File: src/rtl/digit_serial_alu.sv
// Digit-serial ALU: processes WIDTH-bit operands DIGIT bits per clock,
// LSB digit first, with the carry held in a flop between digits.
// Supports AND, OR, ADD, SUB and SLT with zero/carry/overflow flags and a
// start/done handshake. Result and flags hold until the next operation ends.
module digit_serial_alu #(
    parameter int WIDTH = 32,
    parameter int DIGIT = 4
) (
    input  logic             clk,
    input  logic             reset_n,
    input  logic             start,
    input  logic [2:0]       ALUop,
    input  logic [WIDTH-1:0] a,
    input  logic [WIDTH-1:0] b,
    output logic             ready,
    output logic             busy,
    output logic             done,
    output logic [WIDTH-1:0] result,
    output logic             zero,
    output logic             carry_out,
    output logic             overflow
);

    localparam int NDIG  = WIDTH / DIGIT;
    localparam int CNT_W = (NDIG > 1) ? $clog2(NDIG) : 1;
    localparam int REM_W = WIDTH - DIGIT;

    typedef enum logic [1:0] {
        IDLE,
        RUN,
        DONE
    } state_t;

    typedef enum logic [2:0] {
        OP_AND = 3'b000,
        OP_OR  = 3'b001,
        OP_ADD = 3'b010,
        OP_SUB = 3'b110,
        OP_SLT = 3'b111
    } alu_op_t;

    state_t           state;
    logic [CNT_W-1:0] cnt;

    // Operand shift registers, latched opcode and inter-digit carry.
    logic [WIDTH-1:0] a_sr;
    logic [WIDTH-1:0] b_sr;
    logic [2:0]       op_q;
    logic             carry_q;
    // Holds the NDIG-1 digits already computed; the last digit is merged
    // combinationally, so the visible result only changes on completion.
    logic [REM_W-1:0] acc_sr;

    // Per-digit datapath signals.
    logic             invert_b;
    logic [DIGIT-1:0] a_dig;
    logic [DIGIT-1:0] b_dig;
    logic [DIGIT:0]   sum;
    logic [DIGIT-1:0] slice;
    logic             msb_cin;
    logic             dig_ovf;
    logic             slt_bit;
    logic             is_addsub;
    logic [WIDTH-1:0] acc_next;
    logic [WIDTH-1:0] final_result;

    // Compute the current digit slice and the candidate final result/flags.
    always_comb begin
        // NOTE: every output of this block gets a default first so no path leaves a value unassigned, which would infer a latch.
        slice        = '0;
        final_result = '0;

        invert_b  = (op_q == OP_SUB) || (op_q == OP_SLT);
        is_addsub = (op_q == OP_ADD) || (op_q == OP_SUB);
        a_dig     = a_sr[DIGIT-1:0];
        b_dig     = invert_b ? ~b_sr[DIGIT-1:0] : b_sr[DIGIT-1:0];
        sum       = {1'b0, a_dig} + {1'b0, b_dig} + {{DIGIT{1'b0}}, carry_q};

        // Carry into the digit MSB recovered from the MSB sum bit.
        msb_cin = a_dig[DIGIT-1] ^ b_dig[DIGIT-1] ^ sum[DIGIT-1];
        dig_ovf = msb_cin ^ sum[DIGIT];
        slt_bit = sum[DIGIT-1] ^ dig_ovf;

        case (op_q)
            OP_AND:                 slice = a_dig & b_dig;
            OP_OR:                  slice = a_dig | b_dig;
            OP_ADD, OP_SUB, OP_SLT: slice = sum[DIGIT-1:0];
            default:                slice = '0;
        endcase

        acc_next = {slice, acc_sr};

        case (op_q)
            OP_AND, OP_OR, OP_ADD, OP_SUB: final_result = acc_next;
            OP_SLT:                        final_result = {{(WIDTH-1){1'b0}}, slt_bit};
            default:                       final_result = '0;
        endcase
    end

    // Datapath registers: load operands on accept, shift one digit per RUN cycle.
    // NOTE: these shift registers carry no reset; every bit is reloaded or shifted in before it is observed.
    always_ff @(posedge clk) begin
        if (state != RUN) begin
            if (start) begin
                a_sr    <= a;
                b_sr    <= b;
                op_q    <= ALUop;
                carry_q <= (ALUop == OP_SUB) || (ALUop == OP_SLT);
            end
        end else begin
            a_sr    <= a_sr >> DIGIT;
            b_sr    <= b_sr >> DIGIT;
            acc_sr  <= acc_next[WIDTH-1:DIGIT];
            carry_q <= sum[DIGIT];
        end
    end

    // Control FSM with registered handshake outputs, result and flags.
    always_ff @(posedge clk) begin
        // NOTE: non-blocking assignments here so every flop samples pre-edge values, independent of statement order.
        if (!reset_n) begin
            state     <= IDLE;
            cnt       <= '0;
            ready     <= 1'b1;
            busy      <= 1'b0;
            done      <= 1'b0;
            result    <= '0;
            zero      <= 1'b0;
            carry_out <= 1'b0;
            overflow  <= 1'b0;
        end else begin
            done <= 1'b0;
            case (state)
                IDLE, DONE: begin
                    if (start) begin
                        state <= RUN;
                        cnt   <= '0;
                        ready <= 1'b0;
                        busy  <= 1'b1;
                    end else begin
                        state <= IDLE;
                    end
                end
                RUN: begin
                    cnt <= cnt + 1'b1;
                    if (cnt == CNT_W'(NDIG - 1)) begin
                        state     <= DONE;
                        ready     <= 1'b1;
                        busy      <= 1'b0;
                        done      <= 1'b1;
                        result    <= final_result;
                        zero      <= (final_result == '0);
                        carry_out <= is_addsub & sum[DIGIT];
                        overflow  <= is_addsub & dig_ovf;
                    end
                end
                default: state <= IDLE;
            endcase
        end
    end

endmodule
File: config.mk
export PLATFORM = sky130hd
export DESIGN_NAME = digit_serial_alu
export DESIGN_NICKNAME = d
export VERILOG_FILES = /design/src/rtl/digit_serial_alu.sv
export SDC_FILE = /design/constraint.sdc
export NUM_CORES = 1
export LEC_CHECK = 0
export CAP_MARGIN = 20
export CORE_UTILIZATION = 47
export CTS_CLUSTER_SIZE = 12
export DETAILED_ROUTE_END_ITERATION = 10
export GPL_ROUTABILITY_DRIVEN = 0
export PLACE_DENSITY = 0.76
export SLEW_MARGIN = 20
export SYNTH_ARGS = -nofsm -noshare
export SYNTH_HDL_FRONTEND = slang
export SYNTH_SLANG_ARGS = --single-unit
File: constraint.sdc
create_clock -name clk -period 3.1 [get_ports clk]
set_input_delay 0.62 -clock clk [delete_from_list [all_inputs] [get_ports clk]]
set_output_delay 0.62 -clock clk [all_outputs]
set_load 0.1 [all_outputs]
### Word-level counts from Yosys, hierarchy flattened

Index checks and enable logic that the tools add are counted.

| word-level totals | value |
|---|---|
| flip-flop bits (word level) | 139 |
| input port bits | 70 |
| output and inout bits | 38 |
| word-level logic and storage cells | 77 |

| cells by class | value |
|---|---|
| $add $sub $neg | 3 |
| equality and inequality tests | 13 |
| mux-type cells | 21 |
| bitwise logic cells | 9 |
| reduce and logical (&&, ||, !) cells | 15 |

Operator list:

| kind | number |
|---|---|
| $mux W28 | 4 |
| $pmux W32 S2 | 1 |
| $logic_not A32 Y1 | 1 |
| $eq A3 B3 Y1 const B | 5 |
| $pmux W4 S3 | 1 |
| $mux W1 | 8 |
| $reduce_and A2 Y1 | 4 |
| $ne A2 B2 Y1 const B | 3 |
| $pmux W3 S2 | 1 |
| $add A4 B4 Y5 | 1 |
| $add A5 B1 Y5 | 1 |
| $and A4 B4 Y4 | 1 |
| $mux W4 | 1 |
| $not A4 Y4 | 1 |
| $or A4 B4 Y4 | 1 |
| $pmux W1 S2 | 2 |
| $pmux W2 S2 | 1 |
| $reduce_or A4 Y1 | 1 |
| $xor A1 B1 Y1 | 4 |
| $add A3 B1 Y3 const B | 1 |
| $eq A3 B1 Y1 const B | 1 |
| $eq A3 B2 Y1 const B | 1 |
| $logic_not A3 Y1 | 1 |
| $logic_or A1 B1 Y1 | 3 |
| 11 further kinds | 12 |

### Logic depth before layout (Yosys ltp)

| logic depth | value |
|---|---|
| depth in word-level cells | 10 |
| mapped depth | 11 |
| mapped depth without buffers | 10 |

### Worst setup path after synthesis

Ideal clock, no wire load.

| timing | value |
|---|---|
| path kind | input-to-reg |
| from | input port start |
| to | register a_sr[0] (enable) |
| arrival time | 2.493 ns |
| data required time | 2.676 ns |
| slack | 0.183 ns |
| cell stages on the path | 2 |
| path buffers | 1 |
| cells stage by stage | clkbuf_1 -> nand2b_1 |

| on the way | value |
|---|---|
| longest elaborated chain between the ends | 1 |

RTL lines:

| what | line | text |
|---|---|---|
| start, declared | 11 | `input logic start,` |
| $ne A2 B2 Y1 (no line) | - |  |
| end signal, assigned | 111 | `a_sr <= a_sr >> DIGIT;` |
| end, declared | 46 | `logic [WIDTH-1:0] a_sr;` |

No other way between the ends.
A chain may end at the register's enable or synchronous reset.

### Worst setup path in the final report

| timing | value |
|---|---|
| from | register op_q[1] |
| to | register overflow |

| on the way | value |
|---|---|
| longest elaborated chain between the ends | 8 |
| elaborated cells on any way between the ends | 12 |
| classes of those cells | add/sub: 2; eq/ne: 3; mux: 1; bitwise: 4; reduce/logical: 2 |

RTL lines:

| what | line | text |
|---|---|---|
| start, declared | 48 | `logic [2:0] op_q;` |
| start signal, assigned | 107 | `op_q <= ALUop;` |
| $eq A3 B3 Y1, on equally long branches | 73, 74 |  |
| $logic_or A1 B1 Y1 | 73 | `invert_b = (op_q == OP_SUB) \|\| (op_q == OP_SLT);` |
| $mux W4 | 76 | `b_dig = invert_b ? ~b_sr[DIGIT-1:0] : b_sr[DIGIT-1:0];` |
| $add A4 B4 Y5 | 77 | `sum = {1'b0, a_dig} + {1'b0, b_dig} + {{DIGIT{1'b0}}, carry_q};` |
| $add A5 B1 Y5 | 77 |  |
| $xor A1 B1 Y1 | 80 | `msb_cin = a_dig[DIGIT-1] ^ b_dig[DIGIT-1] ^ sum[DIGIT-1];` |
| $xor A1 B1 Y1 | 81 | `dig_ovf = msb_cin ^ sum[DIGIT];` |
| $and A1 B1 Y1 (*) | 154 | `overflow <= is_addsub & dig_ovf;` |
| end signal, assigned | 154 |  |
| end, declared | 21 | `output logic overflow` |

Every way passes the cells marked *; elsewhere a longest branch is shown, timed or not.

==> out/qor.yml <==
nFillCells: 877
routed_via_density: 5.14
fin_nets: 686
ys_ff_latch: 139
busiest_layer: "met2"
cp.required_ns: 3.41
cts_tree: "done"
grt.total_usage_pct: 19.4
grt_pass1_vias: 3855
drt_iter0_markers: 272
netlist_top_cells_area: "edfxtp_1 (47%), dfxtp_1 (18%), nand2_1 (12%)"
yosysMostFrequentCell: "nand2_1"
seq_area_sq_mm: 0.00366
htree_levels: 4
reg2reg_to: "overflow$_SDFFE_PN0P_"
yosys_most_used_dff: "edfxtp_1"
antenna_left: 0
grt_first_pass_wirelength_um: 18600
crit_type: "reg2reg"
die-area_sq_mm: 0.0124
slew_violations: 0
place_hpwl_um: 7590
syn_area_sq_mm: 0.00563
path_clk_slew_ns: 0.06
ys_warn_count: 0
whs_ns: 0.454
power.share.clock_pct: 42.9
p_sw_share_pct: 24.2
grt_max_degree: 68
die_x_um: 111
ir_worst_vdd_v: 0.000328
ios: 108
multiInputGateArea_sq_mm: 0.00175
rr_startpoint: "op_q[1]$_DFFE_PP_"
vias: 3903
cts_resized: 0
synthTopCellsByCount: "nand2_1 (181), edfxtp_1 (88), dfxtp_1 (51), a22o_1 (28), inv_1 (19)"
cap_violations: 0
finalHoldViolCount: 0
finClkSkew_ns: 0.0123
finalSetupViolations: 0
netSwitchingPower_mw: 1.14
drc_errors: 12
die_y_um: 111
rows: 39
cp_max_fo: 13
worstSetupStartpointType: "flip-flop"
synth_top_area_share_pct: 47.0
r2r_slack_ns: 0.24
cts_setup_buffers: 0
grt_overflow: 0
power.density_mw_per_mm2: 645
core_area_sq_mm: 0.0116
wire_per_inst_um: 14.8
hold_depth: 2
comb_power_share_pct: 10.3
clockRootBuffer: "clkbuf_16"
postSynth.asyncResetShare_pct: 0
drt_wl_total_um: 11300
use_met2_pct: 31.3
cts_sinks: 139
status: "complete, but fails checks"
n_antenna_cell: 0
numCtsBuffers: 17
fmax_ghz: 0.350
clk_latency_ns: 0.42
io_buffers: 107
syn-num-nets: 578
synth.avg_cell_area_sq_um: 11.3
drive_gt1_share_pct: 14.3
synth_top_area_cell: "edfxtp_1"
synth.distinct_cells: 45
drtPass1Iterations: 8
seqPwrFrac_pct: 46.8
antenna_found_initial: 0
syn_inst: 496
area_growth_pct: 29.7
p_int_mw: 3.57
rsz0062_at_grt: "false"
max_slew_margin_pct: 56.2
period_needed_ns: 2.86
p_leak_nw: 3.14
cp-end-kind: "flip-flop"
finalCritPeriodShare_pct: 92.2
start_util_pct: 48.7
yosysSeqAreaShare_pct: 65.1
worstPathArrival_ns: 3.17
met3_usage_pct: 5.93
hold_class: "reg2reg"
worst_slew_pin_slew_ns: 0.657
final.setup.tns_ns: 0
hold_buffers: 0
hold_end: "result[31]$_SDFFE_PN0P_"
synth_edf_count: 88
reg2regPathDepth: 10
ctsLongestPathBuffers: 2
min-delay-start: "result[31]$_SDFFE_PN0P_"
violations: "DRC"
use_met1_pct: 24.3
[layout by cell type, fill, tap and decap left out, drive strengths merged, types with 3 or more instances in the layout]
cell and n:
inv 27, and3 3, clkbuf 18, xnor2 4, o21ai 10, edfxtp 88
nor3 5, nor4 6, ha 10, mux2i 9, nor2b 4, a21oi 5
clkinv 5, buf 43, nand2 182, clkdlybuf4s50 69, a22o 28, nand2b 5
dfxtp 51, nor2 13, nand3 6
[worst max-delay path: stages, from the launching register on]
cell and delay, ns:
edfxtp_1 0.65, nand2_4 0.17, xnor2_1 0.24, inv_1 0.11, fa_1 0.42, fa_1 0.42
inv_1 0.07, a21o_1 0.14, a21oi_1 0.13, xor2_1 0.17, o31ai_1 0.24
[through the flow]
stage | setup WS (ns) | cell area, sq um | power (mW) | std cells | util (%)
floorplan | 0.183 | 5630 | 2.54 | 496 | -
global placement | 0.540 | 6700 | 2.71 | 728 | 57.9
detailed placement | 0.270 | 6700 | 2.73 | 728 | 57.9
CTS | 0.254 | 7300 | 4.74 | 760 | 63.1
global route | 0.0360 | 7300 | 4.90 | 760 | 63.1
finish | 0.242 | 7300 | 4.71 | 760 | 63.1
[cells by family (layout without fill, tap and decap cells)]
group,Yosys count,in the layout,share of synthesized area [%]
buf+inv,43,164,3.82
fa+ha+maj,12,12,2.94
mux,9,9,1.60
compound gates,58,58,8.18
flops,139,139,65.1
xor+xnor,6,6,0.934
simple gates,229,229,17.4
[routing by layer]
metal,share of wire [%],vias up,routed length (um)
li1,-,1924,-
met1,44,1838,4970
met2,49,123,5490
met3,5.7,18,640
met4,1.5,0,171
met5,0,-,0
[power groups by stage]
stage / sequential, mW / clock (mW) / combinational, mW
3_3_place_gp: 2.24 / 0 / 0.470
5_1_grt: 2.22 / 2.13 / 0.547
6_report: 2.21 / 2.02 / 0.485
4_1_cts: 2.21 / 2.04 / 0.489
3_5_place_dp: 2.24 / 0 / 0.486
2_1_floorplan: 2.24 / 0 / 0.307
[worst max path at each step]
stage	from	end	slack [ns]	cells after the start
floorplan	start	a_sr[0]$_DFFE_PP_	0.18	2
global placement	op_q[1]$_DFFE_PP_	zero$_SDFFE_PN0P_	0.54	9
detailed placement	op_q[1]$_DFFE_PP_	overflow$_SDFFE_PN0P_	0.27	10
CTS	op_q[1]$_DFFE_PP_	overflow$_SDFFE_PN0P_	0.25	10
global route	op_q[1]$_DFFE_PP_	overflow$_SDFFE_PN0P_	0.04	10
finish	op_q[1]$_DFFE_PP_	overflow$_SDFFE_PN0P_	0.24	10
[registers in the layout, indices dropped and copies added (netlist names)]
signal	cells
a_sr	32
b_sr	32
result	32
acc_sr	28
cnt	3
op_q	3
state	2
busy	1
carry_out	1
carry_q	1
done	1
overflow	1
ready	1
zero	1
[layout make-up]
| cell class | instances | area share (%) |
|---|---|---|
| multi-input combinational | 314 | 24.0 |
| tap | 143 | 2.45 |
| sequential | 139 | 50.2 |
| clock inverter | 14 | 2.14 |
| clock buffer | 18 | 6.02 |
| timing repair buffer | 112 | 14.1 |
| inverter | 20 | 1.10 |
(Power assumes the default switching activity.)
